===== src/rtl/div_pkg.sv =====
// rtl/div_pkg.sv - shared encodings and constants for the iterative divider
package div_pkg;

    localparam logic [2:0] F3_DIV  = 3'b100;
    localparam logic [2:0] F3_DIVU = 3'b101;
    localparam logic [2:0] F3_REM  = 3'b110;
    localparam logic [2:0] F3_REMU = 3'b111;

    typedef enum logic [1:0] {
        S_IDLE = 2'd0,
        S_CALC = 2'd1,
        S_FIN  = 2'd2
    } state_t;

    localparam logic [31:0] ALL_ONES = 32'hFFFF_FFFF;
    localparam logic [31:0] INT_MIN  = 32'h8000_0000;

    function automatic logic is_signed_op(input logic [2:0] f);
        return (f == F3_DIV) || (f == F3_REM);
    endfunction

    function automatic logic is_rem_op(input logic [2:0] f);
        return (f == F3_REM) || (f == F3_REMU);
    endfunction

endpackage


===== src/rtl/div_step_32bit.sv =====
// rtl/div_step_32bit.sv - one radix-2 restoring division step (combinational)
module div_step_32bit #(
    parameter int XLEN = 32
) (
    input  logic [XLEN:0]   i_rem,
    input  logic            i_q_msb,
    input  logic [XLEN-1:0] i_divisor,
    output logic [XLEN:0]   o_rem,
    output logic            o_q_bit
);

    logic [XLEN:0] w_shift;
    logic [XLEN:0] w_diff;

    assign w_shift = {i_rem[XLEN-1:0], i_q_msb};
    assign w_diff  = w_shift - {1'b0, i_divisor};
    // The incoming top bit is always zero after a restoring step; folding it in keeps the compare total.
    assign o_q_bit = i_rem[XLEN] | (w_shift >= {1'b0, i_divisor});
    assign o_rem   = o_q_bit ? w_diff : w_shift;

endmodule


===== src/rtl/div_unit_32bit.sv =====
// rtl/div_unit_32bit.sv - iterative RV32M DIV/DIVU/REM/REMU unit, one quotient bit per clock
module div_unit_32bit
    import div_pkg::*;
#(
    parameter int XLEN  = 32,
    parameter int CNT_W = 6
) (
    input  logic            CLK,
    input  logic            RESET,
    input  logic            START,
    input  logic [2:0]      FUNCT3,
    input  logic [XLEN-1:0] DATA1,
    input  logic [XLEN-1:0] DATA2,
    input  logic            FLUSH,
    output logic [XLEN-1:0] RESULT,
    output logic            BUSY,
    output logic            DONE
);

    localparam logic [CNT_W-1:0] LAST_STEP = CNT_W'(XLEN - 1);

    state_t           r_state;
    logic [CNT_W-1:0] r_cnt;
    logic [XLEN:0]    r_rem;
    logic [XLEN-1:0]  r_q;
    logic [XLEN-1:0]  r_divisor;
    logic             r_is_rem;
    logic             r_neg_q;
    logic             r_neg_r;
    logic [XLEN-1:0]  r_result;
    logic             r_busy;
    logic             r_done;

    logic             w_signed;
    logic             w_is_rem;
    logic [XLEN-1:0]  w_abs1;
    logic [XLEN-1:0]  w_abs2;
    logic             w_div_zero;
    logic             w_overflow;
    logic [XLEN:0]    w_rem_next;
    logic             w_q_bit;
    logic [XLEN-1:0]  w_q_fin;
    logic [XLEN-1:0]  w_r_fin;
    logic [XLEN-1:0]  w_result_fin;

    assign w_signed   = is_signed_op(FUNCT3);
    assign w_is_rem   = is_rem_op(FUNCT3);
    assign w_abs1     = (w_signed && DATA1[XLEN-1]) ? -DATA1 : DATA1;
    assign w_abs2     = (w_signed && DATA2[XLEN-1]) ? -DATA2 : DATA2;
    assign w_div_zero = (DATA2 == '0);
    assign w_overflow = w_signed && (DATA1 == INT_MIN) && (DATA2 == ALL_ONES);

    div_step_32bit #(.XLEN(XLEN)) u_step (
        .i_rem     (r_rem),
        .i_q_msb   (r_q[XLEN-1]),
        .i_divisor (r_divisor),
        .o_rem     (w_rem_next),
        .o_q_bit   (w_q_bit)
    );

    // Final step's outputs are used directly so the result lands on the 32nd edge.
    assign w_q_fin      = {r_q[XLEN-2:0], w_q_bit};
    assign w_r_fin      = w_rem_next[XLEN-1:0];
    assign w_result_fin = r_is_rem ? (r_neg_r ? -w_r_fin : w_r_fin)
                                   : (r_neg_q ? -w_q_fin : w_q_fin);

    always_ff @(posedge CLK) begin
        if (RESET) begin
            r_state   <= S_IDLE;
            r_cnt     <= '0;
            r_rem     <= '0;
            r_q       <= '0;
            r_divisor <= '0;
            r_is_rem  <= 1'b0;
            r_neg_q   <= 1'b0;
            r_neg_r   <= 1'b0;
            r_result  <= '0;
            r_busy    <= 1'b0;
            r_done    <= 1'b0;
        end else if (FLUSH) begin
            r_state <= S_IDLE;
            r_busy  <= 1'b0;
            r_done  <= 1'b0;
        end else begin
            case (r_state)
                S_CALC: begin
                    r_rem <= w_rem_next;
                    r_q   <= w_q_fin;
                    r_cnt <= r_cnt + 1'b1;
                    if (r_cnt == LAST_STEP) begin
                        r_result <= w_result_fin;
                        r_state  <= S_FIN;
                        r_busy   <= 1'b0;
                        r_done   <= 1'b1;
                    end
                end
                default: begin
                    if (START) begin
                        r_is_rem  <= w_is_rem;
                        r_neg_q   <= w_signed & (DATA1[XLEN-1] ^ DATA2[XLEN-1]);
                        r_neg_r   <= w_signed & DATA1[XLEN-1];
                        r_divisor <= w_abs2;
                        if (w_div_zero) begin
                            r_result <= w_is_rem ? DATA1 : ALL_ONES;
                            r_state  <= S_FIN;
                            r_busy   <= 1'b0;
                            r_done   <= 1'b1;
                        end else if (w_overflow) begin
                            r_result <= w_is_rem ? '0 : INT_MIN;
                            r_state  <= S_FIN;
                            r_busy   <= 1'b0;
                            r_done   <= 1'b1;
                        end else begin
                            r_rem   <= '0;
                            r_q     <= w_abs1;
                            r_cnt   <= '0;
                            r_state <= S_CALC;
                            r_busy  <= 1'b1;
                            r_done  <= 1'b0;
                        end
                    end else begin
                        r_state <= S_IDLE;
                        r_busy  <= 1'b0;
                        r_done  <= 1'b0;
                    end
                end
            endcase
        end
    end

    assign RESULT = r_result;
    assign BUSY   = r_busy;
    assign DONE   = r_done;

endmodule


===== config.mk =====
export PLATFORM = sky130hd
export DESIGN_NAME = div_unit_32bit
export DESIGN_NICKNAME = d
export VERILOG_FILES = /design/src/rtl/div_pkg.sv /design/src/rtl/div_step_32bit.sv /design/src/rtl/div_unit_32bit.sv
export SDC_FILE = /design/constraint.sdc
export NUM_CORES = 1
export LEC_CHECK = 0
export CAP_MARGIN = 20
export CORE_MARGIN = 5
export CORE_UTILIZATION = 35
export DETAILED_ROUTE_END_ITERATION = 16
export PLACE_DENSITY = 0.6
export SETUP_SLACK_MARGIN = 0.1
export SLEW_MARGIN = 20
export SYNTH_ARGS = -nofsm -noshare
export SYNTH_HDL_FRONTEND = slang
export SYNTH_SLANG_ARGS = --single-unit

===== constraint.sdc =====
create_clock -name CLK -period 5.6 [get_ports CLK]
set_clock_uncertainty 0.2 [all_clocks]
set_input_delay 1.12 -clock CLK [delete_from_list [all_inputs] [get_ports CLK]]
set_output_delay 1.12 -clock CLK [all_outputs]
set_load 0.02 [all_outputs]

==> results.ini <==
[critical_path]
crit_start = r_rem[28]
crit_arrival_ps = 5280
crit_type = reg2reg
crit_fanout = 10
slowest_stage = a2111oi_4
cp-start-kind = register
cp_cell_sequence = ha_1, o21a_1, o21a_1, a2111oi_4, o211a_4, nand3_4, mux2i_2, ha_1, nand3b_1, or3_1, or3_1, nor4_2, a41o_1, o2111ai_2, or2_0, o31ai_2, nor4_1, or3_1
end_kind = register
crit_path_frequent_cell = or3_1
crit_required_ps = 5720
r2r_start = r_rem[28]
cpPeakStageDelay_ps = 450

[die]
io_pins = 105
start_util_pct = 35.2
rows = 67
die_w_um = 193
die-area_um2 = 37300
coreArea_um2 = 33300
die_h_um = 193

[yosys]
yosysSeqAreaShare_pct = 23.9
netlist_area_um2 = 11700
ys_async_sr_fraction_pct = 0
synthCells = 1640
synth_warnings = 0
synth.net_count = 1750
syn_avg_cell_area_um2 = 7.15
yosys_register_bits = 140
synth_flop_cell = dfxtp_1
yosys-top-cells-area = dfxtp_1, nor2_1, xnor2_1
synth_cell_type_count = 86
yosys.area.top_type = dfxtp_1
synth.top_cell.area_share_pct = 23.9
synth-edff-count = 0

[global_routing]
grt.overflow.total = 0
track_usage_pct = 22.6
first_global_vias = 11500
grt_max_degree = 72
grt_pass1_wl_um = 66000
grt_antenna_before_repair = 0

[finish]
final_common_cell = nor2_1
antennaDiodeCount = 0
area_growth_syn_to_layout_pct = 19.6
layout-drive-gt1-share_pct = 8.20
utilization_pct = 42.1
final_nets = 1817
layout_common_cells = nor2_1, dfxtp_1, a21oi_1

[route]
wl_met2_um = 19000
vias_per_cell = 5.76
drtAntennaViolNets = 0
num_vias = 12500
top_layer_used = met4
wl_um = 42700
drt-met1-wl_um = 20200
wl_per_cell_um = 19.7
drcViolationCount = 0
drt_iter0_markers = 1248
wl_met3_um = 2570
firstDrtPassIters = 6

[cts]
cts_max_level = 4
cts_tree = built
clk_pin_slew_ps = 70
cts.path.max_buffers = 2
clock_latency_ps = 440
holdBufCountCts = 0
cts_num_sinks = 140
cts-root-buf = clkbuf_16
numCtsBuffers = 17

[placed_design]
numPortBuffers = 104
hpwl_um = 32800
gp_congestion = 0.939

[run_status]
status = completed

[timing]
timing.setup.tns_ps = 0
drv_slew = 0
fin_crit_ps = 5160
worst_slew_pin_slew_ps = 1020
final-hold-violation-count = 0
slew_headroom_pct = 31.6
fmax_mhz = 194
rsz0062_at_grt = false
fin_crit_sh_pct = 92.1
setup_violations = 0

[pwr]
power.density_nw_per_um2 = 230
power.leakage_nw = 5.14
peakVddDrop_mv = 0.224

[min_path]
hp-start = r_divisor[0]
hp-class = reg2reg

[job]
maxCapViolCount = 0

[cells by family after synthesis]
group | share of synthesized area, %
AOI/OAI and AO/OA | 29.0
xor gates and xnor gates | 9.86
adders and majority gates | 4.22
buffers and inverters | 5.53
DFF | 23.9
muxes | 1.66
and+or+nand+nor | 25.8
[worst paths after layout]
check	to	slack, ps	cells after the start
max	RESULT[28]	440	18
min	r_divisor[0]	270	2
max reg2reg	RESULT[28]	440	18
min reg2reg	r_divisor[0]	270	2
[final cells by class]
cell class / instances / area (um^2)
Clock inverter: 12 / 169
Inverter: 53 / 199
Timing Repair Buffer: 156 / 1470
Multi-Input combinational cell: 1339 / 8370
Clock buffer: 20 / 457
Tap cell: 448 / 561
Fill cell: 3471 / 19300
Sequential cell: 140 / 2800
[per-stage QoR]
| step | cells | hold WS, ps | instance area (um^2) | power, mW | setup WS, ps |
|---|---|---|---|---|---|
| floorplan | 1640 | 232 | 11700 | 1.67 | 167 |
| global placement | 2131 | 245 | 13300 | 1.98 | 315 |
| detailed placement | 2131 | 249 | 13300 | 1.98 | 118 |
| CTS | 2163 | 260 | 13900 | 3.22 | 184 |
| global route | 2168 | 283 | 14000 | 3.38 | 67.1 |
| finish | 2168 | 266 | 14000 | 3.23 | 444 |
[cells in the mapped netlist, types with 17 or more instances]
| cell type | number |
|---|---|
| nor4_1 | 17 |
| xnor2_1 | 78 |
| or3_1 | 26 |
| ha_1 | 38 |
| nand4_1 | 29 |
| o211ai_1 | 28 |
| clkbuf_1 | 74 |
| buf_2 | 24 |
| o31ai_1 | 28 |
| inv_1 | 52 |
| nand2_1 | 133 |
| nor3_1 | 51 |
| a311oi_1 | 19 |
| a211oi_1 | 75 |
| a22oi_1 | 26 |
| nand3_1 | 29 |
| xor2_1 | 54 |
| o21ai_0 | 101 |
| dfxtp_1 | 140 |
| a21oi_1 | 134 |
| nor2_1 | 261 |
[where the power goes]
group	internal (mW)	leakage (nW)	switching, mW
sequential	1.04	1.14	0.0421
clock	0.766	0.306	0.476
combinational	0.352	3.69	0.556
[repair_timing]
action,4_1_cts,5_1_grt
endpoints found under the setup margin,1,11
gates resized for setup,1,16
gates cloned,0,0
buffers inserted,0,5
pin swaps,0,4
[worst max-delay path, delay by kind of cell (launching register included)]
kind                       cells  cell delay, ps
AOI/OAI and AO/OA              7            1720
adders and majority gates      2             540
DFF                            1             440
muxes                          1             250
and+or+nand+nor                8            1870
[registers in the layout (all words and copies together), names as in the netlist]
signal,flops
BUSY,1
RESULT,32
r_cnt,6
r_divisor,32
r_is_rem,1
r_neg_q,1
r_neg_r,1
r_q,32
r_rem,33
r_state,1
[metal layers]
metal  track usage [%]  vias up
li1                  -     6083
met1              32.9     5935
met2              34.9      409
met5                 0        -
met4              5.75        0
met3              3.40       53
No activity file was read; power rests on OpenSTA's default activity.
